==> config.mk <==
export PLATFORM = sky130hd
export DESIGN_NAME = cam_button_ctrl
export DESIGN_NICKNAME = d
export VERILOG_FILES = /design/src/rtl/cam_pkg.sv /design/src/rtl/cam_button_ctrl_prio_pick.sv /design/src/rtl/cam_button_ctrl.sv
export SDC_FILE = /design/constraint.sdc
export NUM_CORES = 1
export LEC_CHECK = 0
export CAP_MARGIN = 0
export CORE_ASPECT_RATIO = 1.4
export CORE_MARGIN = 2
export CORE_UTILIZATION = 59
export CTS_CLUSTER_DIAMETER = 150
export DETAILED_ROUTE_END_ITERATION = 8
export GPL_TIMING_DRIVEN = 0
export PLACE_DENSITY = 0.93
export SETUP_SLACK_MARGIN = 0.15
export SYNTH_ARGS = -nofsm -noshare
export SYNTH_HDL_FRONTEND = slang
export SYNTH_SLANG_ARGS = --single-unit
export TNS_END_PERCENT = 50
==> constraint.sdc <==
create_clock -name clk -period 2.3 [get_ports clk]
set_input_delay 0.46 -clock clk [delete_from_list [all_inputs] [get_ports clk]]
set_output_delay 0.46 -clock clk [all_outputs]
set_load 0.005 [all_outputs]
==> src/rtl/cam_pkg.sv <==
// Shared definitions for the camera button sequencer: command codes,
// FSM state encoding and default mode count.
package cam_pkg;

  localparam int unsigned DEF_NUM_MODES = 5;
  localparam int unsigned CMD_BITS      = 2;

  typedef logic [CMD_BITS-1:0] cmd_code_t;

  localparam cmd_code_t CMD_CAPTURE   = 2'd0;
  localparam cmd_code_t CMD_MODE_NEXT = 2'd1;
  localparam cmd_code_t CMD_MODE_PREV = 2'd2;
  localparam cmd_code_t CMD_MODE_CLR  = 2'd3;

  localparam int unsigned STATE_BITS = 2;

  localparam logic [1:0] IDLE     = 2'd0;
  localparam logic [1:0] WAIT_VS  = 2'd1;
  localparam logic [1:0] REQ      = 2'd2;
  localparam logic [1:0] WAIT_ACK = 2'd3;

endpackage

==> src/rtl/cam_button_ctrl_prio_pick.sv <==
// Lowest-set-bit priority encoder: returns the winning index and a
// one-hot mask used to clear the granted request.
module prio_pick #(
  parameter int unsigned N        = 4,
  parameter int unsigned IDX_BITS = 2
) (
  input  logic [N-1:0]        req,
  output logic [IDX_BITS-1:0] idx_c,
  output logic [N-1:0]        mask_c
);

  // Scan high to low so the lowest set bit is the last to write.
  always_comb begin
    idx_c  = '0;
    mask_c = '0;
    for (int i = int'(N) - 1; i >= 0; i--) begin
      if (req[i]) begin
        idx_c     = IDX_BITS'(i);
        mask_c    = '0;
        mask_c[i] = 1'b1;
      end
    end
  end

endmodule

==> src/rtl/cam_button_ctrl.sv <==
// Button command sequencer: queues button pulses, issues one command per
// frame on vsync rising edge, handshakes it and owns freeze / filter state.
module cam_button_ctrl
  import cam_pkg::*;
#(
  parameter int unsigned NUM_BTN     = 4,
  parameter int unsigned NUM_MODES   = DEF_NUM_MODES,
  parameter int unsigned MODE_BITS   = 3,
  parameter int unsigned ACK_TIMEOUT = 1024,
  parameter int unsigned TO_BITS     = 11
) (
  input  logic                 clk,
  input  logic                 rst,
  input  logic [NUM_BTN-1:0]   btn_pulse,
  input  logic                 vsync,
  output logic                 cmd_valid,
  output logic [1:0]           cmd_code,
  input  logic                 cmd_ack,
  output logic                 freeze,
  output logic [MODE_BITS-1:0] filter_sel,
  output logic                 busy,
  output logic                 timeout_err
);

  localparam int unsigned IDX_BITS = (NUM_BTN > 1) ? $clog2(NUM_BTN) : 1;

  logic [STATE_BITS-1:0] state, state_next;
  logic [NUM_BTN-1:0]    pending, pending_next, grant_clr;
  logic [IDX_BITS-1:0]   sel, sel_next, pick_idx;
  logic [NUM_BTN-1:0]    pick_mask;
  logic [TO_BITS-1:0]    cnt, cnt_next;
  logic                  vsync_d, vs_rise;
  logic                  cmd_valid_next, freeze_next, timeout_err_next, busy_next;
  logic [1:0]            cmd_code_next;
  logic [MODE_BITS-1:0]  filter_sel_next;
  logic                  sel_is_cmd;

  prio_pick #(.N(NUM_BTN), .IDX_BITS(IDX_BITS)) u_pick (
    .req    (pending),
    .idx_c  (pick_idx),
    .mask_c (pick_mask)
  );

  // Button indices beyond the four defined commands are granted but do nothing.
  if (NUM_BTN > 4) begin : g_wide
    assign sel_is_cmd = (sel[IDX_BITS-1:2] == '0);
  end else begin : g_narrow
    assign sel_is_cmd = 1'b1;
  end

  assign vs_rise = vsync & ~vsync_d;

  always_comb begin
    state_next       = state;
    sel_next         = sel;
    cnt_next         = cnt;
    grant_clr        = '0;
    cmd_valid_next   = cmd_valid;
    cmd_code_next    = cmd_code;
    freeze_next      = freeze;
    filter_sel_next  = filter_sel;
    timeout_err_next = timeout_err;

    case (state)
      IDLE: begin
        if (|pending) begin
          sel_next   = pick_idx;
          grant_clr  = pick_mask;
          state_next = WAIT_VS;
        end
      end
      WAIT_VS: begin
        if (vs_rise) state_next = REQ;
      end
      REQ: begin
        cmd_valid_next = 1'b1;
        cmd_code_next  = 2'(sel);
        cnt_next       = '0;
        state_next     = WAIT_ACK;
      end
      WAIT_ACK: begin
        cnt_next = cnt + TO_BITS'(1);
        // Ack takes precedence over a coincident timeout.
        if (cmd_ack) begin
          cmd_valid_next = 1'b0;
          state_next     = IDLE;
          if (sel_is_cmd) begin
            case (cmd_code)
              CMD_CAPTURE:   freeze_next = ~freeze;
              CMD_MODE_NEXT: filter_sel_next = (filter_sel == MODE_BITS'(NUM_MODES - 1)) ?
                                               '0 : filter_sel + MODE_BITS'(1);
              CMD_MODE_PREV: filter_sel_next = (filter_sel == '0) ?
                                               MODE_BITS'(NUM_MODES - 1) : filter_sel - MODE_BITS'(1);
              default: begin
                filter_sel_next = '0;
                freeze_next     = 1'b0;
              end
            endcase
          end
        end else if (cnt == TO_BITS'(ACK_TIMEOUT - 1)) begin
          cmd_valid_next   = 1'b0;
          timeout_err_next = 1'b1;
          state_next       = IDLE;
        end
      end
      default: state_next = IDLE;
    endcase

    // A new pulse on a bit being granted this cycle stays pending.
    pending_next = (pending & ~grant_clr) | btn_pulse;
    busy_next    = (state_next != IDLE);
  end

  always_ff @(posedge clk or posedge rst) begin
    if (rst) begin
      state       <= IDLE;
      pending     <= '0;
      sel         <= '0;
      cnt         <= '0;
      vsync_d     <= 1'b0;
      cmd_valid   <= 1'b0;
      cmd_code    <= '0;
      freeze      <= 1'b0;
      filter_sel  <= '0;
      timeout_err <= 1'b0;
      busy        <= 1'b0;
    end else begin
      state       <= state_next;
      pending     <= pending_next;
      sel         <= sel_next;
      cnt         <= cnt_next;
      vsync_d     <= vsync;
      cmd_valid   <= cmd_valid_next;
      cmd_code    <= cmd_code_next;
      freeze      <= freeze_next;
      filter_sel  <= filter_sel_next;
      timeout_err <= timeout_err_next;
      busy        <= busy_next;
    end
  end

endmodule

======== Yosys cells after proc, flatten, opt, wreduce, memory -nomap -nowiden ========
Index checks and enable logic that the tools add are counted.
word-level totals
  output and inout port bits .............. 9
  input bits .............................. 8
  register bits ........................... 29
  word-level logic and storage cells ...... 66
operators by class
  reduce and logical (&&, ||, !) cells .... 12
  add/subtract/negate cells ............... 3
  muxes and demuxes ....................... 23
  bitwise logic cells ..................... 9
  eq/ne operators ......................... 8
operators by type and width
  operator               number
  $mux 4                 6
  $pmux 11 s2            1
  $mux 2                 8
  $add 11x1->11 const B  1
  $eq 11x10->1 const B   1
  $pmux 3 s3             1
  $reduce_and 3->1       3
  $pmux 2 s4             1
  $eq 2x2->1 const B     3
  $mux 3                 2
  $not 1->1              5
  $and 4x4->4            1
  $eq 2x1->1 const B     2
  $logic_not 2->1        2
  $not 4->4              1
  $or 4x4->4             1
  $pmux 1 s2             2
  $reduce_and 2->1       2
  $reduce_bool 2->1      2
  $reduce_or 4->1        1
  $add 3x1->3 const B    1
  $eq 3x3->1 const B     1
  $logic_not 3->1        1
  $ne 3x3->1 const B     1
  other kinds (4)        5

======== Longest topological paths before layout ========
Gate-level depths: netlist of the first run.
  depth in word-level cells ............... 9
  gate-level depth with buffers ........... 6
  mapped depth without buffers ............ 6

======== Hierarchy ========
From an unflattened synthesis of the first run, not the netlist that was laid out.
second synthesis, totals
  cells, all modules ...................... 149
  area total of the unflattened synthesis .. 1521.5 um2
modules (own cells, without submodules)
  module           area an instance (um2)  instances  seq. area each (um2)  cells an instance
  cam_button_ctrl  1461.4                  1          725.7                 140
  prio_pick        60.1                    1          0.0                   9

======== Worst setup path before layout of the first run ========
Ideal clock, no wire load.
  kind .................................... flip-flop to flip-flop
  start ................................... register cnt[0]
  end ..................................... register state[0]
  library setup time ...................... 0.144 ns
  stages on the path, launching flop included .. 5
  data required time ...................... 2.156 ns
  path buffers ............................ 0
  arrival ................................. 1.232 ns
  path slack .............................. 0.925 ns
  cells stage by stage .................... dfrtp_1 > ha_1 > nand4b_1 > o31ai_1 > a22oi_1
on the way
  longest elaborated chain between the ends .. 4
ends and longest elaborated chain
  element                  line                    source
  start, declared          cam_button_ctrl.sv:31   logic [TO_BITS-1:0] cnt, cnt_next;
  start signal, assigned   cam_button_ctrl.sv:131  cnt <= cnt_next;
  $eq 11x10->1             cam_button_ctrl.sv:100  end else if (cnt == TO_BITS'(ACK_TIMEOUT - 1)) begin
  $mux 2                   cam_button_ctrl.sv:100
  $mux 2                   cam_button_ctrl.sv:84   if (cmd_ack) begin
  $pmux 2 s4               cam_button_ctrl.sv:64   case (state)
  named net state_next[0]  cam_button_ctrl.sv:27   logic [STATE_BITS-1:0] state, state_next;
  end signal, assigned     cam_button_ctrl.sv:128  state <= state_next;
  end, declared            cam_button_ctrl.sv:27
The timed path passes the listed nets, and every way through them passes these cells.
A chain may end at the register's enable or synchronous reset.

======== Worst setup path in the final report of the first run ========
  start ................................... register cmd_code[0]
  end ..................................... output cmd_code[0]
RTL lines
  element                 line                    source
  start, declared         cam_button_ctrl.sv:17   output logic [1:0] cmd_code,
  start signal, assigned  cam_button_ctrl.sv:134  cmd_code <= cmd_code_next;
No word-level cell between the ends.

==> results of run 1 <==
[layout by cell type (no fill, tap or decap), types with 2 or more instances in the layout]
cell type	synthesis	routed
dfrtp_1	29	29
clkdlybuf4s50_1	0	16
inv_1	13	13
o21ai_0	10	10
nand2_1	9	9
nor2_1	9	9
ha_1	8	8
a21oi_1	6	6
nand2b_1	5	5
mux2_2	5	5
clkbuf_4	0	5
nand4b_1	4	4
buf_2	3	3
nor2b_1	3	3
or3_1	3	3
a22o_1	3	3
nand4_4	2	2
nor3_1	2	2
a32oi_1	2	2
o31ai_1	2	2
nand4_1	2	2
mux2i_1	2	2
clkbuf_1	1	2
o22a_1	2	2
a22oi_1	2	2
or4_1	2	2
a21o_1	2	2
[registers in the layout (all words and copies together), names as in the netlist]
signal	count
busy	1
cmd_code	2
cmd_valid	1
cnt	11
filter_sel	3
freeze	1
pending	4
sel	2
state	2
timeout_err	1
vsync_d	1
[where the power goes]
group / switching [mW] / internal, mW
clock: 0.173 / 0.144
combinational: 0.437 / 0.450
sequential: 0.169 / 0.661
total: 0.780 / 1.25
[cell type report]
| type | instances | area [sq um] | share of cell area, % |
|---|---|---|---|
| Tap cell | 34 | 42.5 | 2.40 |
| Multi-Input combinational cell | 98 | 714 | 40.3 |
| Timing Repair Buffer | 16 | 160 | 9.03 |
| Inverter | 13 | 48.8 | 2.75 |
| Sequential cell | 29 | 726 | 40.9 |
| Clock buffer | 7 | 55.1 | 3.11 |
| Buffer | 5 | 26.3 | 1.48 |
[per-stage QoR]
stage	worst slack [ns]	instances	instance area, sq um	hold WS, ns
final	0.557	202	1770	0.476
after detailed placement	0.534	195	1720	0.459
after global placement	0.586	195	1720	0.453
after CTS	0.540	202	1770	0.478
after global routing	0.450	202	1770	0.492
after floorplan	0.925	145	1520	0.456
[final timing paths]
path | cells past startpoint | endpoint | startpoint | slack [ns]
worst max-delay path | 1 | cmd_code[0] | cmd_code[0] | 0.56
worst max register to register | 4 | state[0] | cnt[0] | 0.61
max in group asynchronous | 2 | cnt[9] | rst | 0.99
min in group asynchronous | 2 | filter_sel[2] | rst | 0.67
worst min register to register | 1 | timeout_err | timeout_err | 0.48
worst min-delay path | 1 | timeout_err | timeout_err | 0.48
[per-layer routing]
| metal | global-route usage [%] | vias up | part of all wire (%) |
|---|---|---|---|
| met3 | 8.76 | 9 | 4.9 |
| met5 | 0 | - | 0 |
| li1 | - | 565 | - |
| met2 | 44.3 | 32 | 54 |
| met1 | 28.1 | 604 | 38 |
| met4 | 9.38 | 0 | 2.4 |
[cells by family after synthesis]
family / Yosys count
and+or+nand+nor: 46
AOI/OAI and AO/OA: 36
DFF: 29
buffers and inverters: 18
adders and majority gates: 8
muxes: 7
xor gates and xnor gates: 1
==> flow_metrics.env, run 1 <==
export IMPL_synth_area_mux_share_pct=5.04
export IMPL_cts_sinks=29
export IMPL_cts_tree="built"
export IMPL_grt_pass1_vias=1277
export IMPL_fin_setup_tns_ns=0
export IMPL_hold_violations=0
export IMPL_grt_usage_pct=25.9
export IMPL_syn_cell_area_sq_um=1520
export IMPL_die_h_um=64.0
export IMPL_synthTopCellsByCount="dfrtp_1, inv_1, o21ai_0, nand2_1, nor2_1"
export IMPL_outcome="finished clean"
export IMPL_ir_drop_mv=0.834
export IMPL_synthSimpleGateAreaFrac_pct=18.8
export IMPL_drive_gt1_share_pct=11.3
export IMPL_power_total_mw=2.03
export IMPL_synth_top_area_share_pct=47.9
export IMPL_cp_cell_sequence="clkdlybuf4s50_1"
export IMPL_clock_fmax_ghz=0.574
export IMPL_min_path_type="flop to flop"
export IMPL_maxSlewHeadroom_pct=29.5
export IMPL_dpl_hpwl_um=2320
export IMPL_synth_flop_cell="dfrtp_1"
export IMPL_worstPathArrival_ns=1.28
export IMPL_yosys_area_top_type="dfrtp_1"
export IMPL_post_route_util_pct=73.3
export IMPL_synth_edf_count=0
export IMPL_worst_path_buf_inv=1
export IMPL_required_ns=1.84
export IMPL_period_share_pct=75.8
export IMPL_post_cts_buffers=0
export IMPL_port_buffers=16
export IMPL_wl_per_cell_um=15.6
export IMPL_setup_violations=0
export IMPL_cts_buffers=5
export IMPL_vias_per_cell=5.99
export IMPL_synth_compound_area_share_pct=16.1
export IMPL_synthArstFlopShare_pct=100
export IMPL_core_area_sq_um=2420
export IMPL_drtPass1Iterations=4
export IMPL_grt_max_degree=30
export IMPL_grt_first_pass_wirelength_um=5530
export IMPL_syn_num_nets=161
export IMPL_yosys_register_bits=29
export IMPL_grt_overflow_total=0
export IMPL_crit_path_start_kind="flop"
export IMPL_synthTopCellsByArea="dfrtp_1, ha_1, mux2_2"
export IMPL_drv_cap=0
export IMPL_insertion_delay_ns=0.34
export IMPL_ios=17
export IMPL_synth_fa_ha_area_share_pct=6.61
export IMPL_yosysMostFrequentCell="dfrtp_1"
export IMPL_leakage_nw=0.755
export IMPL_clock_path_buffers=2
export IMPL_slew_viol_final=0
export IMPL_finalClockSkew_ns=0.00505
export IMPL_dieArea_sq_um=3000
export IMPL_power_density_nw_per_um2=1150
export IMPL_crit_fanout=4
export IMPL_drtIter0Drc=39
export IMPL_hold_buffers=0
export IMPL_num_vias=1210
export IMPL_antenna_found_initial=0
export IMPL_area_growth_pct=17.0
export IMPL_nNetsFinal=184
export IMPL_start_util_pct=62.7
export IMPL_cts_reportedPaths_clkPinSlew_ns=0.08
export IMPL_period_minus_slack_ns=1.74
export IMPL_cpPeakStageDelay_ns=0.54
export IMPL_critPathCaptureType="output pin"
export IMPL_final_antenna_net_count=0
export IMPL_rows=21
export IMPL_fillers=177
export IMPL_yosysSeqAreaShare_pct=47.9
export IMPL_cp_top_family="buffers and inverters"
export IMPL_clock_root_buffer="clkbuf_4"
export IMPL_avgSynthCellArea_sq_um=10.4
export IMPL_synth_distinct_cells=39
export IMPL_wl_um=3150
export IMPL_rsz0062_at_grt="no"
export IMPL_drt_drc_violations_left=0
export IMPL_synth_xor_area_share_pct=0.578
export IMPL_ctsResizeCount=0
export IMPL_tightest_slew_ns=1.06
export IMPL_critPathKind="flop to output pin"
export IMPL_critPathSlowestCell="clkdlybuf4s50_1"
export IMPL_synth_top_family_by_area="simple AND/OR/NAND/NOR gates"
export IMPL_die_w_um=46.8
export IMPL_gp_congestion=0.781
export IMPL_htreeDepth=2
export IMPL_syn_inst=145
export IMPL_synth_warnings=0
export IMPL_num_antenna_cells=0
(Power assumes the default switching activity.)
==> inputs of run 2 (changes only) <==
--- a/config.mk
+++ b/config.mk
@@ -8,11 +8,11 @@
 export CAP_MARGIN = 0
 export CORE_ASPECT_RATIO = 1.4
 export CORE_MARGIN = 2
-export CORE_UTILIZATION = 59
+export CORE_UTILIZATION = 49
 export CTS_CLUSTER_DIAMETER = 150
 export DETAILED_ROUTE_END_ITERATION = 8
 export GPL_TIMING_DRIVEN = 0
-export PLACE_DENSITY = 0.93
+export PLACE_DENSITY = 0.84
 export SETUP_SLACK_MARGIN = 0.15
 export SYNTH_ARGS = -nofsm -noshare
 export SYNTH_HDL_FRONTEND = slang
==> constraint.sdc (replaced) <==
create_clock -name clk -period 1.5 [get_ports clk]
set_input_delay 0.3 -clock clk [delete_from_list [all_inputs] [get_ports clk]]
set_output_delay 0.3 -clock clk [all_outputs]
set_load 0.005 [all_outputs]
==> flow_metrics.env, run 2 (synthesis gave the netlist of run 1 again) <==
export IMPL_comb_power_share_pct=51.4
export IMPL_hold_buffers=0
export IMPL_drtPass1Iterations=4
export IMPL_num_antenna_cells=0
export IMPL_period_share_pct=95.1
export IMPL_switching_power_mw=1.53
export IMPL_cp_top_family="buffers and inverters"
export IMPL_whs_ns=0.429
export IMPL_setup_violations=0
export IMPL_power_total_mw=4.08
export IMPL_outcome="finished clean"
export IMPL_power_frac_clock_pct=17.5
export IMPL_drive_gt1_share_pct=34.2
export IMPL_min_path_type="input pin to asynchronous set/reset pin"
export IMPL_core_area_sq_um=2910
export IMPL_fillers=180
export IMPL_nNetsFinal=205
export IMPL_gp_congestion=0.777
export IMPL_htreeDepth=2
export IMPL_area_growth_pct=41.8
export IMPL_critPathSlowestCell="clkdlybuf4s50_1"
export IMPL_final_cell_mix="dfrtp_1, buf_4, inv_1, nor2_1"
export IMPL_regMostFlops="cnt"
export IMPL_p_int_mw=2.55
export IMPL_die_h_um=69.8
export IMPL_ir_drop_mv=1.25
export IMPL_clock_fmax_ghz=0.701
export IMPL_vias_per_cell=5.83
export IMPL_crit_fanout=1
export IMPL_final_common_cell="dfrtp_1"
export IMPL_ios=17
export IMPL_hold_violations=0
export IMPL_slew_viol_final=0
export IMPL_reg_largest_list="cnt x11, pending x4, filter_sel x3"
export IMPL_rows=23
export IMPL_rsz0062_at_grt="yes"
export IMPL_seqPwrFrac_pct=31.1
export IMPL_maxSlewHeadroom_pct=59.1
export IMPL_insertion_delay_ns=0.29
export IMPL_clock_path_buffers=2
export IMPL_cpPeakStageDelay_ns=0.51
export IMPL_p_sw_share_pct=37.4
export IMPL_period_minus_slack_ns=1.43
export IMPL_cts_sinks=29
export IMPL_crit_path_start_kind="flop"
export IMPL_worstPathArrival_ns=1.13
export IMPL_critPathKind="flop to output pin"
export IMPL_leakage_nw=0.950
export IMPL_drt_drc_violations_left=0
export IMPL_cp_cell_sequence="clkdlybuf4s50_1"
export IMPL_cts_tree="built"
export IMPL_wl_um=3950
export IMPL_drtIter0Drc=55
export IMPL_largest_reg_flops=11
export IMPL_cts_reportedPaths_clkPinSlew_ns=0.06
export IMPL_antenna_found_initial=0
export IMPL_worst_path_buf_inv=1
export IMPL_dieArea_sq_um=3560
export IMPL_reg2reg_from="cnt[4]"
export IMPL_num_vias=1323
export IMPL_drv_cap=0
export IMPL_power_density_nw_per_um2=1900
export IMPL_required_ns=1.20
export IMPL_start_util_pct=52.1
export IMPL_dpl_hpwl_um=2210
export IMPL_clock_root_buffer="clkbuf_8"
export IMPL_grt_first_pass_wirelength_um=6330
export IMPL_grt_max_degree=30
export IMPL_grt_overflow_total=0
export IMPL_critical_path_startpoint="busy"
export IMPL_die_w_um=51.0
export IMPL_final_antenna_net_count=0
export IMPL_critPathCaptureType="output pin"
export IMPL_port_buffers=16
export IMPL_grt_pass1_vias=1397
export IMPL_wl_per_cell_um=17.4
export IMPL_grt_usage_pct=24.1
export IMPL_finalClockSkew_ns=0.00958
export IMPL_tightest_slew_ns=0.612
export IMPL_cts_buffers=5
## run 2: changes by cell type in the layout (fill, tap and decap cells not counted), moves of 4 or more
cell / previous run / this run
clkbuf_4: 5 / 0
inv_1: 13 / 9
ha_1: 8 / 2
o21ai_1: 0 / 5
dlygate4sd2_1: 0 / 6
clkdlybuf4s50_1: 16 / 8
ha_4: 0 / 5
buf_4: 1 / 19
o21ai_0: 10 / 4
clkbuf_8: 1 / 7
buf_6: 0 / 4
## run 2: metal layers
layer / global-route usage, % / up-vias / share of wire [%]
li1: - / 607 / -
met4: 17.4 / 0 / 3.8
met2: 41.1 / 47 / 54
met1: 24.4 / 653 / 38
met5: 0 / - / 0
met3: 6.03 / 16 / 4.5
## run 2: repair_timing
action,CTS,global route
gates resized for setup,22,32
buffers inserted,13,7
gates cloned,0,1
endpoints found under the setup margin,28,52
pin swaps,5,10
## run 2: worst paths after layout
kind	endpoint	slack [ns]	cells after the start
setup / recovery	busy	0.07	1
hold / removal	sel[0]	0.43	2
setup reg to reg	cnt[10]	0.08	3
hold reg to reg	sel[1]	0.49	1
max in group asynchronous	cnt[3]	0.68	2
min in group clk	sel[1]	0.49	1
## run 2: power by group through the flow
stage,logic [mW],registers [mW],clock network [mW]
after floorplan,0.893,1.24,0
after global placement,1.24,1.25,0
after detailed placement,1.34,1.28,0
after CTS,1.67,1.23,0.710
after global routing,2.26,1.30,0.750
final,2.10,1.27,0.715
## run 2: cell type report
| type | instances | area, sq um | share of cell area (%) |
|---|---|---|---|
| Clock buffer | 7 | 96.3 | 4.48 |
| Multi-Input combinational cell | 98 | 858 | 40.0 |
| Inverter | 13 | 55.1 | 2.56 |
| Sequential cell | 29 | 728 | 33.9 |
| Timing Repair Buffer | 37 | 320 | 14.9 |
| Tap cell | 37 | 46.3 | 2.15 |
| Clock inverter | 1 | 5.00 | 0.233 |
| Buffer | 5 | 38.8 | 1.81 |
## run 2: metrics by stage
stage	instance area, sq um	setup slack (ns)	setup TNS, ns	instances	utilization [%]
6_report	2150	0.0741	0	227	73.9
5_1_grt	2150	-0.00199	-0.00199	227	73.9
4_1_cts	1980	0.0406	0	219	68.1
3_5_place_dp	1730	-0.109	-3.13	198	59.4
3_3_place_gp	1730	-0.0864	-2.47	198	59.4
2_1_floorplan	1520	0.137	0	145	-
==> inputs of run 3 (changes only) <==
--- a/config.mk
+++ b/config.mk
@@ -8,11 +8,11 @@
 export CAP_MARGIN = 0
 export CORE_ASPECT_RATIO = 1.4
 export CORE_MARGIN = 2
-export CORE_UTILIZATION = 49
+export CORE_UTILIZATION = 55
 export CTS_CLUSTER_DIAMETER = 150
 export DETAILED_ROUTE_END_ITERATION = 8
 export GPL_TIMING_DRIVEN = 0
-export PLACE_DENSITY = 0.84
+export PLACE_DENSITY = 0.88
 export SETUP_SLACK_MARGIN = 0.15
 export SYNTH_ARGS = -nofsm -noshare
 export SYNTH_HDL_FRONTEND = slang
==> constraint.sdc (replaced) <==
create_clock -name clk -period 1.4 [get_ports clk]
set_input_delay 0.28 -clock clk [delete_from_list [all_inputs] [get_ports clk]]
set_output_delay 0.28 -clock clk [all_outputs]
set_load 0.005 [all_outputs]
==> flow_metrics.env, run 3 (synthesis gave the netlist of run 1 again) <==
export IMPL_outcome="finished with violations"
export IMPL_violations="setup timing"
export IMPL_reg_largest_list="cnt x11, pending x4, filter_sel x3"
export IMPL_clock_root_buffer="clkbuf_4"
export IMPL_cpPeakStageDelay_ns=0.40
export IMPL_period_share_pct=102
export IMPL_hold_buffers=0
export IMPL_num_antenna_cells=0
export IMPL_p_int_mw=2.57
export IMPL_hold_violations=0
export IMPL_port_buffers=16
export IMPL_drt_drc_violations_left=0
export IMPL_grt_first_pass_wirelength_um=5950
export IMPL_rows=22
export IMPL_dpl_hpwl_um=2280
export IMPL_die_h_um=66.1
export IMPL_min_path_type="input pin to asynchronous set/reset pin"
export IMPL_pre_cts_ws_ns=-0.171
export IMPL_r2r_end="cmd_valid"
export IMPL_largest_reg_flops=11
export IMPL_setup_violations=3
export IMPL_rrSetupSlack_ns=-0.02
export IMPL_clock_fmax_ghz=0.703
export IMPL_power_frac_clock_pct=12.0
export IMPL_comb_power_share_pct=55.7
export IMPL_drtPass1Iterations=4
export IMPL_reg2reg_depth=4
export IMPL_cp_top_family="compound AO/OA/AOI/OAI gates"
export IMPL_start_util_pct=57.9
export IMPL_wl_um=4260
export IMPL_tightest_slew_ns=0.620
export IMPL_vias_per_cell=6.03
export IMPL_gp_congestion=0.773
export IMPL_maxSlewHeadroom_pct=58.6
export IMPL_die_w_um=48.4
export IMPL_required_ns=1.60
export IMPL_area_growth_pct=43.3
export IMPL_grt_max_degree=30
export IMPL_cts_buffers=5
export IMPL_power_total_mw=4.20
export IMPL_final_cell_mix="dfrtp_1, buf_4, inv_1, nand2_1, buf_6"
export IMPL_ir_drop_mv=1.50
export IMPL_period_minus_slack_ns=1.42
export IMPL_core_area_sq_um=2620
export IMPL_grt_pass1_vias=1307
export IMPL_rsz0062_at_grt="yes"
export IMPL_wl_per_cell_um=18.5
export IMPL_finalClockSkew_ns=0.0239
export IMPL_critPathCaptureType="flop"
export IMPL_setup_slack_ns=-0.0231
export IMPL_dieArea_sq_um=3200
export IMPL_final_antenna_net_count=0
export IMPL_slew_viol_final=0
export IMPL_cts_sinks=29
export IMPL_clock_path_buffers=2
export IMPL_place_area_sq_um=1770
export IMPL_num_vias=1394
export IMPL_grt_usage_pct=25.3
export IMPL_stdcell_area_sq_um=2170
export IMPL_dp_cells=197
export IMPL_critical_path_startpoint="cnt[0]"
export IMPL_insertion_delay_ns=0.35
export IMPL_crit_fanout=4
export IMPL_htreeDepth=2
export IMPL_power_density_nw_per_um2=1930
export IMPL_worstPathArrival_ns=1.63
export IMPL_final_common_cell="dfrtp_1"
export IMPL_layout_cells_non_filler=231
export IMPL_cts_tree="built"
export IMPL_drtIter0Drc=61
export IMPL_crit_path_start_kind="flop"
export IMPL_fin_setup_tns_ns=-0.0460
export IMPL_drv_cap=0
export IMPL_post_route_util_pct=83.0
export IMPL_nNetsFinal=210
export IMPL_drive_gt1_share_pct=41.5
export IMPL_p_sw_share_pct=38.7
export IMPL_regMostFlops="cnt"
export IMPL_grt_overflow_total=0
export IMPL_cp_cell_sequence="ha_4, nand4b_1, o31ai_4, o211ai_1"
export IMPL_switching_power_mw=1.63
export IMPL_cts_reportedPaths_clkPinSlew_ns=0.11
export IMPL_ios=17
export IMPL_leakage_nw=0.922
export IMPL_critPathSlowestCell="dfrtp_1"
export IMPL_reg2reg_from="cnt[0]"
export IMPL_worst_path_buf_inv=0
export IMPL_whs_ns=0.344
export IMPL_critPathKind="flop to flop"
export IMPL_antenna_found_initial=0
export IMPL_seqPwrFrac_pct=32.3
run 3: cell types whose count changed in the layout (fill, tap and decap cells not counted), sizes merged:
cell / previous run / this run
clkinv: 1 / 0
dlymetal6s2s: 2 / 0
dlygate4sd2: 6 / 0
buf: 25 / 34
clkbuf: 8 / 10
clkdlybuf4s50: 8 / 7
clkdlybuf4s15: 0 / 4
run 3: final cells by class:
class / instances / area (sq um)
inverters: 13 / 52.6
plain buffers: 5 / 56.3
repair buffers: 42 / 358
multi-input cells: 98 / 878
clock buffers: 8 / 48.8
well taps: 36 / 45.0
fillers: 138 / 444
flip-flops and latches: 29 / 732
run 3: power groups by stage:
stage               combinational (mW)  sequential, mW  clock (mW)
detailed placement                1.52            1.40           0
floorplan                         1.05            1.35           0
CTS                               1.94            1.33       0.479
global placement                  1.42            1.37           0
finish                            2.34            1.36       0.502
global route                      2.47            1.39       0.547
run 3: worst max-delay path by stage:
stage                      endpoint  cells past startpoint
after floorplan             cnt[10]                      4
after detailed placement     cnt[5]                      2
final                     cmd_valid                      4
after global routing      cmd_valid                      4
after CTS                   cnt[10]                      4
after global placement       cnt[6]                      2
run 3: per-layer routing:
metal / vias to the layer above / share of wire, % / global-route usage, %
li1: 621 / - / -
met1: 683 / 38 / 26.5
met2: 69 / 53 / 46.7
met3: 21 / 4.8 / 5.20
met4: 0 / 4.1 / 14.6
met5: - / 0 / 0
run 3: worst register-to-register path, cell delays in order (launching register included):
cell and delay (ns):
dfrtp_1 0.40, ha_4 0.18, nand4b_1 0.19, o31ai_4 0.36, o211ai_1 0.16
run 3: what timing repair did:
item | CTS | global route
pin swaps | 6 | 23
buffers inserted | 18 | 7
resized for setup | 36 | 40
cloned | 1 | 0
setup endpoints to repair | 35 | 60
